===== src/rtl/seq_pkg.sv =====
// Shared types and helpers for the board sequencer.
// State encodings, board source codes and saturating score add.
package seq_pkg;

    typedef enum logic [2:0] {
        S_IDLE   = 3'd0,
        S_GEN    = 3'd1,
        S_PLAY   = 3'd2,
        S_ELIM   = 3'd3,
        S_REFILL = 3'd4,
        S_OVER   = 3'd5
    } state_e;

    localparam logic BOARD_SRC_GEN     = 1'b0;
    localparam logic BOARD_SRC_REFRESH = 1'b1;

    function automatic logic [31:0] score_sat_add(
        input logic [31:0] a,
        input logic [31:0] b,
        input logic [31:0] max
    );
        logic [32:0] sum;
        sum = {1'b0, a} + {1'b0, b};
        return (sum > {1'b0, max}) ? max : sum[31:0];
    endfunction

endpackage


===== src/rtl/board_sequencer_if.sv =====
// Handshake bundle between the board sequencer and the game units.
// master = unit/stimulus side, slave = sequencer side.
interface board_sequencer_if #(
    parameter int SCORE_W = 10
) ();

    logic               start;
    logic               confirm;
    logic               gen_done;
    logic               elim_done;
    logic [6:0]         elim_count;
    logic               refill_done;
    logic               gen_req;
    logic               elim_req;
    logic               refill_req;
    logic               board_we;
    logic               board_sel;
    logic [SCORE_W-1:0] score;
    logic [7:0]         moves;
    logic [2:0]         state;
    logic               busy;
    logic               game_over;
    logic               timeout_err;

    modport master (
        output start, confirm, gen_done,
        output elim_done, elim_count, refill_done,
        input  gen_req, elim_req, refill_req,
        input  board_we, board_sel, score, moves,
        input  state, busy, game_over, timeout_err
    );

    modport slave (
        input  start, confirm, gen_done,
        input  elim_done, elim_count, refill_done,
        output gen_req, elim_req, refill_req,
        output board_we, board_sel, score, moves,
        output state, busy, game_over, timeout_err
    );

endinterface


===== src/rtl/seq_phase_timer.sv =====
// Phase watchdog: counts cycles spent in a phase, flags the last one.
// clear wins over enable so each phase starts from zero.
module seq_phase_timer #(
    parameter int TIMEOUT = 1024
) (
    input  logic clk,
    input  logic rst,
    input  logic clear,
    input  logic enable,
    output logic expired
);

    localparam int CW = (TIMEOUT > 1) ? $clog2(TIMEOUT) : 1;

    logic [CW-1:0] cnt_q, cnt_d;

    always_comb begin
        cnt_d = cnt_q;
        if (clear) begin
            cnt_d = '0;
        end else if (enable) begin
            cnt_d = cnt_q + 1'b1;
        end
    end

    always_ff @(posedge clk or posedge rst) begin
        if (rst) begin
            cnt_q <= '0;
        end else begin
            cnt_q <= cnt_d;
        end
    end

    assign expired = enable && (cnt_q == CW'(TIMEOUT - 1));

endmodule


===== src/rtl/board_sequencer.sv =====
// Game flow controller: generate, play, eliminate, refill, with watchdog.
// Define SEQ_WIN_LIMIT_EN to end the game once score reaches WIN_SCORE.
import seq_pkg::*;

module board_sequencer #(
    parameter int TIMEOUT   = 1024,
    parameter int SCORE_W   = 10,
    parameter int WIN_SCORE = 500
) (
    input  logic              clk,
    input  logic              rst,
    board_sequencer_if.slave  bus
);

    localparam logic [31:0] SCORE_MAX = 32'({SCORE_W{1'b1}});

    state_e             state_q, state_d;
    logic [SCORE_W-1:0] score_q, score_d;
    logic [7:0]         moves_q, moves_d;
    logic               timeout_err_q, timeout_err_d;
    logic               gen_req_q, elim_req_q, refill_req_q;
    logic               board_we, board_sel;
    logic               busy, expired, win_reached;

    assign busy = (state_q == S_GEN) || (state_q == S_ELIM) ||
                  (state_q == S_REFILL);

`ifdef SEQ_WIN_LIMIT_EN
    assign win_reached   = 32'(score_q) >= 32'(WIN_SCORE);
    assign bus.game_over = (state_q == S_OVER);
`else
    assign win_reached   = 1'b0;
    assign bus.game_over = 1'b0;
`endif

    seq_phase_timer #(
        .TIMEOUT (TIMEOUT)
    ) u_timer (
        .clk     (clk),
        .rst     (rst),
        .clear   (state_d != state_q),
        .enable  (busy),
        .expired (expired)
    );

    always_comb begin
        state_d       = state_q;
        score_d       = score_q;
        moves_d       = moves_q;
        timeout_err_d = timeout_err_q;
        board_we      = 1'b0;
        board_sel     = BOARD_SRC_GEN;
        unique case (state_q)
            S_IDLE, S_OVER: begin
                if (bus.start) begin
                    state_d       = S_GEN;
                    score_d       = '0;
                    moves_d       = '0;
                    timeout_err_d = 1'b0;
                end
            end
            S_GEN: begin
                if (bus.gen_done) begin
                    board_we = 1'b1;
                    state_d  = S_PLAY;
                end else if (expired) begin
                    timeout_err_d = 1'b1;
                    state_d       = S_IDLE;
                end
            end
            S_PLAY: begin
                if (bus.confirm) begin
                    state_d = S_ELIM;
                    if (moves_q != 8'hFF) begin
                        moves_d = moves_q + 8'd1;
                    end
                end
            end
            S_ELIM: begin
                // done beats a same-cycle timeout
                if (bus.elim_done) begin
                    if (bus.elim_count != 7'd0) begin
                        score_d = SCORE_W'(score_sat_add(
                            32'(score_q), 32'(bus.elim_count),
                            SCORE_MAX));
                        state_d = S_REFILL;
                    end else begin
                        state_d = S_PLAY;
                    end
                end else if (expired) begin
                    timeout_err_d = 1'b1;
                    state_d       = S_PLAY;
                end
            end
            S_REFILL: begin
                if (bus.refill_done) begin
                    board_we  = 1'b1;
                    board_sel = BOARD_SRC_REFRESH;
                    state_d   = win_reached ? S_OVER : S_PLAY;
                end else if (expired) begin
                    timeout_err_d = 1'b1;
                    state_d       = S_PLAY;
                end
            end
            default: state_d = S_IDLE;
        endcase
    end

    always_ff @(posedge clk or posedge rst) begin
        if (rst) begin
            state_q       <= S_IDLE;
            score_q       <= '0;
            moves_q       <= '0;
            timeout_err_q <= 1'b0;
            gen_req_q     <= 1'b0;
            elim_req_q    <= 1'b0;
            refill_req_q  <= 1'b0;
        end else begin
            state_q       <= state_d;
            score_q       <= score_d;
            moves_q       <= moves_d;
            timeout_err_q <= timeout_err_d;
            gen_req_q     <= (state_d == S_GEN);
            elim_req_q    <= (state_d == S_ELIM);
            refill_req_q  <= (state_d == S_REFILL);
        end
    end

    assign bus.gen_req     = gen_req_q;
    assign bus.elim_req    = elim_req_q;
    assign bus.refill_req  = refill_req_q;
    assign bus.board_we    = board_we;
    assign bus.board_sel   = board_sel;
    assign bus.score       = score_q;
    assign bus.moves       = moves_q;
    assign bus.state       = state_q;
    assign bus.busy        = busy;
    assign bus.timeout_err = timeout_err_q;

endmodule


===== src/flat_wrapper.sv =====
// flat-port wrapper written by rule: the top's interface ports become plain ports
module board_sequencer_flat 
#(
    parameter int TIMEOUT   = 1024,
    parameter int SCORE_W   = 10,
    parameter int WIN_SCORE = 500
)
  (clk, rst, bus_start, bus_confirm, bus_gen_done, bus_elim_done, bus_elim_count, bus_refill_done, bus_gen_req, bus_elim_req, bus_refill_req, bus_board_we, bus_board_sel, bus_score, bus_moves, bus_state, bus_busy, bus_game_over, bus_timeout_err);
  board_sequencer_if #(.SCORE_W(SCORE_W)) bus_i ();
  input  logic clk;
  input  logic rst;
  input wire logic [$bits(bus_i.start)-1:0] bus_start;
  input wire logic [$bits(bus_i.confirm)-1:0] bus_confirm;
  input wire logic [$bits(bus_i.gen_done)-1:0] bus_gen_done;
  input wire logic [$bits(bus_i.elim_done)-1:0] bus_elim_done;
  input wire logic [$bits(bus_i.elim_count)-1:0] bus_elim_count;
  input wire logic [$bits(bus_i.refill_done)-1:0] bus_refill_done;
  output wire logic [$bits(bus_i.gen_req)-1:0] bus_gen_req;
  output wire logic [$bits(bus_i.elim_req)-1:0] bus_elim_req;
  output wire logic [$bits(bus_i.refill_req)-1:0] bus_refill_req;
  output wire logic [$bits(bus_i.board_we)-1:0] bus_board_we;
  output wire logic [$bits(bus_i.board_sel)-1:0] bus_board_sel;
  output wire logic [$bits(bus_i.score)-1:0] bus_score;
  output wire logic [$bits(bus_i.moves)-1:0] bus_moves;
  output wire logic [$bits(bus_i.state)-1:0] bus_state;
  output wire logic [$bits(bus_i.busy)-1:0] bus_busy;
  output wire logic [$bits(bus_i.game_over)-1:0] bus_game_over;
  output wire logic [$bits(bus_i.timeout_err)-1:0] bus_timeout_err;
  assign bus_i.start = bus_start;
  assign bus_i.confirm = bus_confirm;
  assign bus_i.gen_done = bus_gen_done;
  assign bus_i.elim_done = bus_elim_done;
  assign bus_i.elim_count = bus_elim_count;
  assign bus_i.refill_done = bus_refill_done;
  assign bus_gen_req = bus_i.gen_req;
  assign bus_elim_req = bus_i.elim_req;
  assign bus_refill_req = bus_i.refill_req;
  assign bus_board_we = bus_i.board_we;
  assign bus_board_sel = bus_i.board_sel;
  assign bus_score = bus_i.score;
  assign bus_moves = bus_i.moves;
  assign bus_state = bus_i.state;
  assign bus_busy = bus_i.busy;
  assign bus_game_over = bus_i.game_over;
  assign bus_timeout_err = bus_i.timeout_err;
  board_sequencer #(.TIMEOUT(TIMEOUT), .SCORE_W(SCORE_W), .WIN_SCORE(WIN_SCORE)) u_core (.clk(clk), .rst(rst), .bus(bus_i));
endmodule

===== config.mk =====
export PLATFORM = sky130hd
export DESIGN_NAME = board_sequencer_flat
export DESIGN_NICKNAME = d
export VERILOG_FILES = /design/src/rtl/seq_pkg.sv /design/src/rtl/board_sequencer_if.sv /design/src/rtl/seq_phase_timer.sv /design/src/rtl/board_sequencer.sv /design/src/flat_wrapper.sv
export SDC_FILE = /design/constraint.sdc
export NUM_CORES = 1
export LEC_CHECK = 0
export BUFFER_PORTS_ARGS = -buffer_cell sky130_fd_sc_hd__buf_4
export CORE_UTILIZATION = 59
export DETAILED_ROUTE_END_ITERATION = 7
export HOLD_SLACK_MARGIN = 0.15
export PLACE_DENSITY = 0.85
export SYNTH_ARGS = -nofsm -noshare
export SYNTH_HDL_FRONTEND = slang
export SYNTH_SLANG_ARGS = --single-unit

===== constraint.sdc =====
create_clock -name clk -period 3.2 [get_ports clk]
set_input_delay 0.48 -clock clk [delete_from_list [all_inputs] [get_ports clk]]
set_output_delay 0.48 -clock clk [all_outputs]
set_load 0.01 [all_outputs]

==> results of run 1 <==
==> logic make-up after synthesis <==
logic type | count (synthesis)
fa+ha+maj | 10
mux | 3
other cells | 1
xor+xnor | 18
flops | 35
buf+inv | 20
compound gates | 57
simple gates | 90
==> path summary, 6_finish.rpt <==
path / from / end / slack (ps) / depth (start not counted)
setup / recovery: u_core.bus.state[2] / u_core.u_timer.cnt_q[2] / 730 / 5
hold / removal: rst / u_core.u_timer.cnt_q[6] / 320 / 2
setup reg to reg: u_core.bus.state[2] / u_core.u_timer.cnt_q[2] / 730 / 5
hold reg to reg: u_core.bus.score[3] / u_core.bus.score[3] / 520 / 2
max in group asynchronous: rst / u_core.bus.moves[0] / 2150 / 3
min in group clk: u_core.bus.score[3] / u_core.bus.score[3] / 520 / 2
==> cells in the final DEF (no fill, tap or decap), types with 4 or more instances in the layout <==
master	count
buf_4	43
dfrtp_1	35
nand2_1	21
nor3_1	16
o21ai_0	15
inv_1	15
nor2_1	13
a21oi_1	12
xnor2_1	10
ha_1	9
xor2_1	8
clkbuf_8	7
and3_1	6
nand4_1	5
nand3_1	4
==> Yosys cell counts (2+ instances only) <==
cell,number
nand3_1,4
a211oi_1,3
a2bb2oi_1,2
xnor2_1,10
nor2_1,13
or2_2,3
o22ai_1,2
or3_1,3
a21o_1,2
inv_1,15
nor2b_1,3
nand4_1,5
nor3_1,16
nor3b_1,3
o41ai_1,2
ha_1,9
a21oi_1,12
clkbuf_1,3
mux2i_1,3
o21ai_0,15
nor4_1,2
o211ai_1,2
nand3b_1,2
nand2_1,21
dfrtp_1,35
xor2_1,8
o21a_1,2
o21bai_1,2
and3_1,6
nand2b_1,2
==> report_power, final <==
group / internal (mW) / switching (mW)
Sequential: 0.518 / 0.112
Clock: 0.196 / 0.154
Combinational: 0.353 / 0.492
Total: 1.07 / 0.759
==> worst max-delay path, delay by kind of cell, from the launching register on <==
family | cells | cell delay, ps
AO/OA/AOI/OAI | 2 | 960
AND/OR/NAND/NOR | 3 | 760
flip-flops | 1 | 600
==> through the flow <==
stage                     cell area (µm²)  util (%)
after floorplan                      2175         -
after global placement               2531     73.54
after detailed placement             2531     73.54
after CTS                            2631     76.44
after global routing                 2631     76.44
final                                2631     76.44
==> sequential cells by signal, summed over array words and instances (netlist names) <==
register and flops:
u_core.bus.moves 8, u_core.bus.elim_req 1, u_core.bus.score 10, u_core.bus.gen_req 1
u_core.bus.timeout_err 1, u_core.bus.refill_req 1, u_core.bus.state 3, u_core.u_timer.cnt_q 10
==> per-layer routing <==
| metal | wire, µm | global-route usage [%] | up-vias |
|---|---|---|---|
| met1 | 2188 | 34.13 | 954 |
| met2 | 2606 | 50.27 | 48 |
| met4 | 43 | 9.302 | 0 |
| met3 | 190 | 4.197 | 5 |
| li1 | - | - | 938 |
| met5 | 0 | 0 | - |
==> layout make-up <==
class / count / area (µm²) / share of cell area [%]
Multi-Input combinational cell: 179 / 1219 / 46.31
Clock buffer: 8 / 100.1 / 3.804
Tap cell: 46 / 57.56 / 2.187
Inverter: 15 / 56.30 / 2.140
Sequential cell: 35 / 875.8 / 33.29
Timing Repair Buffer: 43 / 322.8 / 12.27
==> summary.md, run 1 <==
| Metric | Value |
|---|---|
| CORE AREA | `3442 µm²` |
| Layout cell share with drive strength beyond 1 | `21.07%` |
| Via Count | `1945` |
| Ant. Diodes | `0` |
| Sequential share of the synthesized area | `40.28%` |
| Setup WS pre-CTS | `716.8 ps` |
| Unrepaired setup endpoints after global routing | `false` |
| Synth Instances | `234` |
| Synth Area in Simple Gates | `22.04%` |
| DR DRC count | `0` |
| # IOs | `43` |
| Clock Skew | `~11 ps` |
| Critical path startpoint category | `flop` |
| Nature of the critical path endpoint | `flop` |
| P&R area growth vs syn | `21.00%` |
| Kind of critical path | `reg2reg` |
| Total Wirelength | `around 5000 µm` |
| Achievable Freq | `405.6 MHz` |
| Die span in x | `~63 µm` |
| Worst hold slack | `321.6 ps` |
| Leakage Power | `1.271 nW` |
| Setup TNS | `0 ps` |
| Synth unique cells | `54` |
| TritonCTS Sinks | `35` |
| Xor-xnor portion of the synthesized cell area | `between 7 and 8%` |
| Ys Warns | `0` |
| Final HPWL DP | `3821 µm` |
| Max-cap violations | `0` |
| Synth Area in Compound Gates | `19.10%` |
| Syn_area_per_cell | `9.293 µm²` |
| Routability congestion estimate | `0.8958` |
| PnR Total Power | `1.827 mW` |
| Top cells by area, synth | `dfrtp_1 (40%), ha_1 (5.2%), xnor2_1 (4.0%), nor3_1 (3.7%), nand2_1 (3.6%)` |
| All-Layer GR Usage | `28.01%` |
| Tightest Pin Transition | `about 1000 ps` |
| Die area | `3933 µm²` |
| DR WL/cell | `15.42 µm` |
| CP max stage cell | `dfrtp_1` |
| Synth async-reset ratio | `between 90% and 100%` |
| Period utilisation layout | `77.04%` |
| Cts-stage hold buffer count | `0` |
| Mapped cell area | `2175 µm²` |
| Pin count of the biggest net entering global routing | `20` |
| Syn_nets | `~260` |
| I/O Buffers | `between 40 and 50` |
| Hold Fails Final Rpt | `0` |
| WP data required | `3330 ps` |
| Placed cells | `318` |
| Starting Density | `a little over three fifths` |
| HP Class | `in2async` |
| Setup violations, final | `0` |
| Non-filler cells, final | `around 330` |
| Row count | `21` |
| Yosys top cell by area | `dfrtp_1` |
| FF+latch count, synth | `35` |
| Clock Latency Late Sink | `290 ps` |
| P per Cell Area | `about 700 nW/µm²` |
| H-tree depth | `2` |
| CTS tree | `done` |
| TritonCTS buffer count | `5` |
| DR pass1 iterations | `4` |
| Min cycle time layout | `2465 ps` |
| Vias/cell | `5.966` |
| Mux share of post-synthesis cell area | `1.381%` |
| Crit-path max cell delay | `600 ps` |
| EDFF count, synth | `0` |
| Initial drt markers | `116` |
| Post_cts resized | `0` |
| CP Data Arrival Time | `2590 ps` |
| Rel. slew slack | `between 30 and 40%` |
| First-pass GRT wire length | `8569 µm` |
| Cell mode on critical path | `nor3_1` |
| Crit path max fanout | `16` |
| Clk slew on worst S/H paths | `80 ps` |
| Adder-Cell Fraction of Synth Area | `6.099%` |
| Number of global-route vias before repair | `1914` |
| Top_reg_cell synth | `dfrtp_1` |
| Post-CTS Setup Bufs | `0` |
| Initial antenna violation count | `0` |
| Fin. max-slew vios | `0` |
| Critical path cell sequence | `or3b_4, a2111oi_4, nor3_1, o32ai_4, nor3_1` |
| Total grt overflow | `0` |
| CTS Buffer Depth | `2` |
| Top-area cell type share of the netlist area | `40.28%` |
| Fill cell count | `274` |
| ANT nets after route | `0` |
| Peak supply drop | `0.6049 mV` |
| # nets final | `between 300 and 400` |
| Root buffer selected by CTS | `clkbuf_8` |
| Worst Setup Slack, final | `734.7 ps` |
| Die Y | `62.71 µm` |
| Largest family of logic cells by synthesized area | `simple AND/OR/NAND/NOR gates` |
| Outcome | `completed` |
(Power assumes the default switching activity.)
==> run 2, diff against run 1 <==
--- a/config.mk
+++ b/config.mk
@@ -6,10 +6,10 @@
 export NUM_CORES = 1
 export LEC_CHECK = 0
 export BUFFER_PORTS_ARGS = -buffer_cell sky130_fd_sc_hd__buf_4
-export CORE_UTILIZATION = 59
+export CORE_UTILIZATION = 55
 export DETAILED_ROUTE_END_ITERATION = 7
 export HOLD_SLACK_MARGIN = 0.15
-export PLACE_DENSITY = 0.85
+export PLACE_DENSITY = 0.8
 export SYNTH_ARGS = -nofsm -noshare
 export SYNTH_HDL_FRONTEND = slang
 export SYNTH_SLANG_ARGS = --single-unit
==> constraint.sdc (replaced) <==
create_clock -name clk -period 2.4 [get_ports clk]
set_input_delay 0.36 -clock clk [delete_from_list [all_inputs] [get_ports clk]]
set_output_delay 0.36 -clock clk [all_outputs]
set_load 0.01 [all_outputs]
==> run 2 against run 1 <==
  * Non-clock buffer count up 8
  * Combinational power rose by 48%
  * Register-to-register slack lost 490 ps
  * Utilization is 4.0 points lower
  * First-iteration DRC count is 13% higher
  * Cell area up 2.4%
  * Global-route usage is 1.9 points lower
  * Worst setup slack lost 490 ps
  * Critical path depth unchanged
  * Power up 36%
  * Sequential cell count unchanged
  * Maximum frequency grew 14%
==> summary.md, run 2 (synthesis gave the netlist of run 1 again) <==
| Metric | Value |
|---|---|
| Register share of total power | `30.9% (-3.6 points)` |
| All-Layer GR Usage | `26.10% (-1.9 points)` |
| Min cycle time layout | `2159 ps (-306.1 ps)` |
| First-pass GRT wire length | `8445 µm (-1.4%)` |
| Setup violations, final | `0 (unchanged)` |
| R2R depth | `5 (unchanged)` |
| Pin count of the biggest net entering global routing | `36 (+80%)` |
| P&R area growth vs syn | `23.88%` |
| Root buffer selected by CTS | `clkbuf_8` |
| Clk slew on worst S/H paths | `70 ps (about the same)` |
| Period utilisation layout | `89.97% (+13 points)` |
| DR DRC count | `0 (unchanged)` |
| H-tree depth | `2 (unchanged)` |
| DR top layer | `met4` |
| Initial drt markers | `131 (+13%)` |
| Nature of the critical path endpoint | `flop` |
| CTS tree | `done` |
| Initial antenna violation count | `0 (unchanged)` |
| Most common cell after layout, fill and taps aside | `buf_4` |
| Commonest cells after routing, fill and taps aside | `buf_4 (51), dfrtp_1 (35), nand2_1 (21), nor3_1 (16)` |
| TritonCTS Sinks | `35 (unchanged)` |
| Final HPWL DP | `3595 µm (-5.9%)` |
| RR Startpoint | `u_core.bus.state[0]` |
| Vias/cell | `5.878 (-1.5%)` |
| I/O Buffers | `41 (unchanged)` |
| # IOs | `43 (unchanged)` |
| ANT nets after route | `0 (unchanged)` |
| DR pass1 iterations | `4 (unchanged)` |
| Met3 WL post-DR | `227 µm (+19%)` |
| TritonCTS buffer count | `5 (unchanged)` |
| DR WL/cell | `14.26 µm (-7.5%)` |
| Routability congestion estimate | `0.8790 (-1.9%)` |
| # nets final | `311 (+2.6%)` |
| Fin. max-slew vios | `0 (unchanged)` |
| HP Class | `in2async` |
| Cts-stage hold buffer count | `0 (unchanged)` |
| Die span in x | `64.88 µm (+3.5%)` |
| Ant. Diodes | `0 (unchanged)` |
| Clock share of power | `18.8% (-0.4 points)` |
| Kind of critical path | `reg2reg` |
| Post_cts resized | `0 (unchanged)` |
| Net switching power | `999.8 µW (+32%)` |
| Clock Latency Late Sink | `290 ps (about the same)` |
| Number of global-route vias before repair | `1902 (-0.63%)` |
| Crit path max fanout | `10 (-6)` |
| Met1 WL | `2176 µm (-0.55%)` |
| Non-filler cells, final | `336 (+3.1%)` |
| Placed cells | `328 (+3.1%)` |
| Clock Skew | `8.597 ps (-2.457 ps)` |
| Row count | `22 (+4.8%)` |
| Hold Fails Final Rpt | `0 (unchanged)` |
| Max-cap violations | `0 (unchanged)` |
| Die area | `4209 µm² (+7.0%)` |
| Total Wirelength | `4791 µm (-4.7%)` |
| Worst setup path start | `u_core.bus.state[0]` |
| Internal power | `1.487 mW (+39%)` |
| Combinational share of power | `50.3% (+4.0 points)` |
| WP data required | `2530 ps (-800 ps)` |
| P per Cell Area | `923.2 nW/µm² (+33%)` |
| Met2 wire length | `2314 µm (-11%)` |
| FF-to-FF setup slack | `240 ps (-490 ps)` |
| Unrepaired setup endpoints after global routing | `false` |
| Tightest Pin Transition | `790.9 ps (-204.8 ps)` |
| Critical path startpoint category | `flop` |
| Rel. slew slack | `47.04% (+14 points)` |
| Starting Density | `58.52% (-4.7 points)` |
| Post-CTS Setup Bufs | `0 (unchanged)` |
| Via Count | `1975 (+1.5%)` |
| Worst reg2reg endpoint | `u_core.u_timer.cnt_q[7]` |
| Worst Setup EP | `u_core.u_timer.cnt_q[7]` |
| CP Data Arrival Time | `2290 ps (-300 ps)` |
| CORE AREA | `3716 µm² (+8.0%)` |
| Peak supply drop | `0.6142 mV (+1.5%)` |
| Setup TNS | `0 ps (unchanged)` |
| Total grt overflow | `0 (unchanged)` |
| CTS Buffer Depth | `2 (unchanged)` |
| Achievable Freq | `463.1 MHz (+14%)` |
| Switching Share | `40.20% (-1.4 points)` |
| Die Y | `64.88 µm (+3.5%)` |
| Leakage Power | `1.311 nW (+3.2%)` |
| Layout cell share with drive strength beyond 1 | `23.26% (+2.2 points)` |
| Fill cell count | `300 (+9.5%)` |
| Outcome | `completed` |
run 2: cell types whose count changed in the layout (fill, tap and decap cells not counted), sizes merged:
| cell | before | now |
|---|---|---|
| buf | 43 | 51 |
run 2: power groups by stage:
stage | Clock, mW | Sequential [mW] | Combinational, mW
after global routing | 0.501 | 0.781 | 1.39
after CTS | 0.479 | 0.768 | 1.25
after detailed placement | 0 | 0.779 | 1.25
after global placement | 0 | 0.776 | 1.23
final | 0.468 | 0.769 | 1.25
after floorplan | 0 | 0.828 | 0.756
run 2: how the worst min path moves through the flow:
stage,startpoint,end,slack [ps],cells after the start
2_1_floorplan,rst,u_core.bus.elim_req,510,1
3_3_place_gp,rst,u_core.u_timer.cnt_q[5],490,3
3_5_place_dp,u_core.bus.score[0],u_core.bus.score[0],490,2
4_1_cts,rst,u_core.bus.score[1],190,3
5_1_grt,rst,u_core.bus.score[1],220,3
6_report,rst,u_core.u_timer.cnt_q[6],170,3
run 2: per-stage QoR:
stage	worst slack [ps]	hold slack, ps	cell area (µm²)	power (mW)	utilization (%)
finish	240.7	169.6	2694	2.487	72.49
global route	99.37	222.1	2694	2.669	72.49
CTS	230.8	188.2	2694	2.501	72.49
detailed placement	239.8	494.6	2594	2.028	69.80
global placement	255.6	486.3	2594	2.003	69.80
floorplan	287.9	514.3	2175	1.585	-
run 2: layout make-up:
type                            instances  area (µm²)  share of cell area, %
Timing Repair Buffer                   51       382.9                  14.21
Clock buffer                            8       100.1                  3.716
Tap cell                               48       60.06                  2.229
Sequential cell                        35       875.8                  32.51
Multi-Input combinational cell        179        1219                  45.24
Inverter                               15       56.30                  2.090
run 2: per-layer routing:
metal / up-vias / global-route usage, %
met3: 8 / 5.634
met5: - / 0
met2: 55 / 43.88
li1: 948 / -
met1: 964 / 32.92
met4: 0 / 8.889
run 2: worst max-delay path: stages, from the launching register on:
cell	delay, ps
dfrtp_1	380
or3b_4	440
a2111oi_4	470
nor3_1	170
o32ai_4	440
nor3_1	110
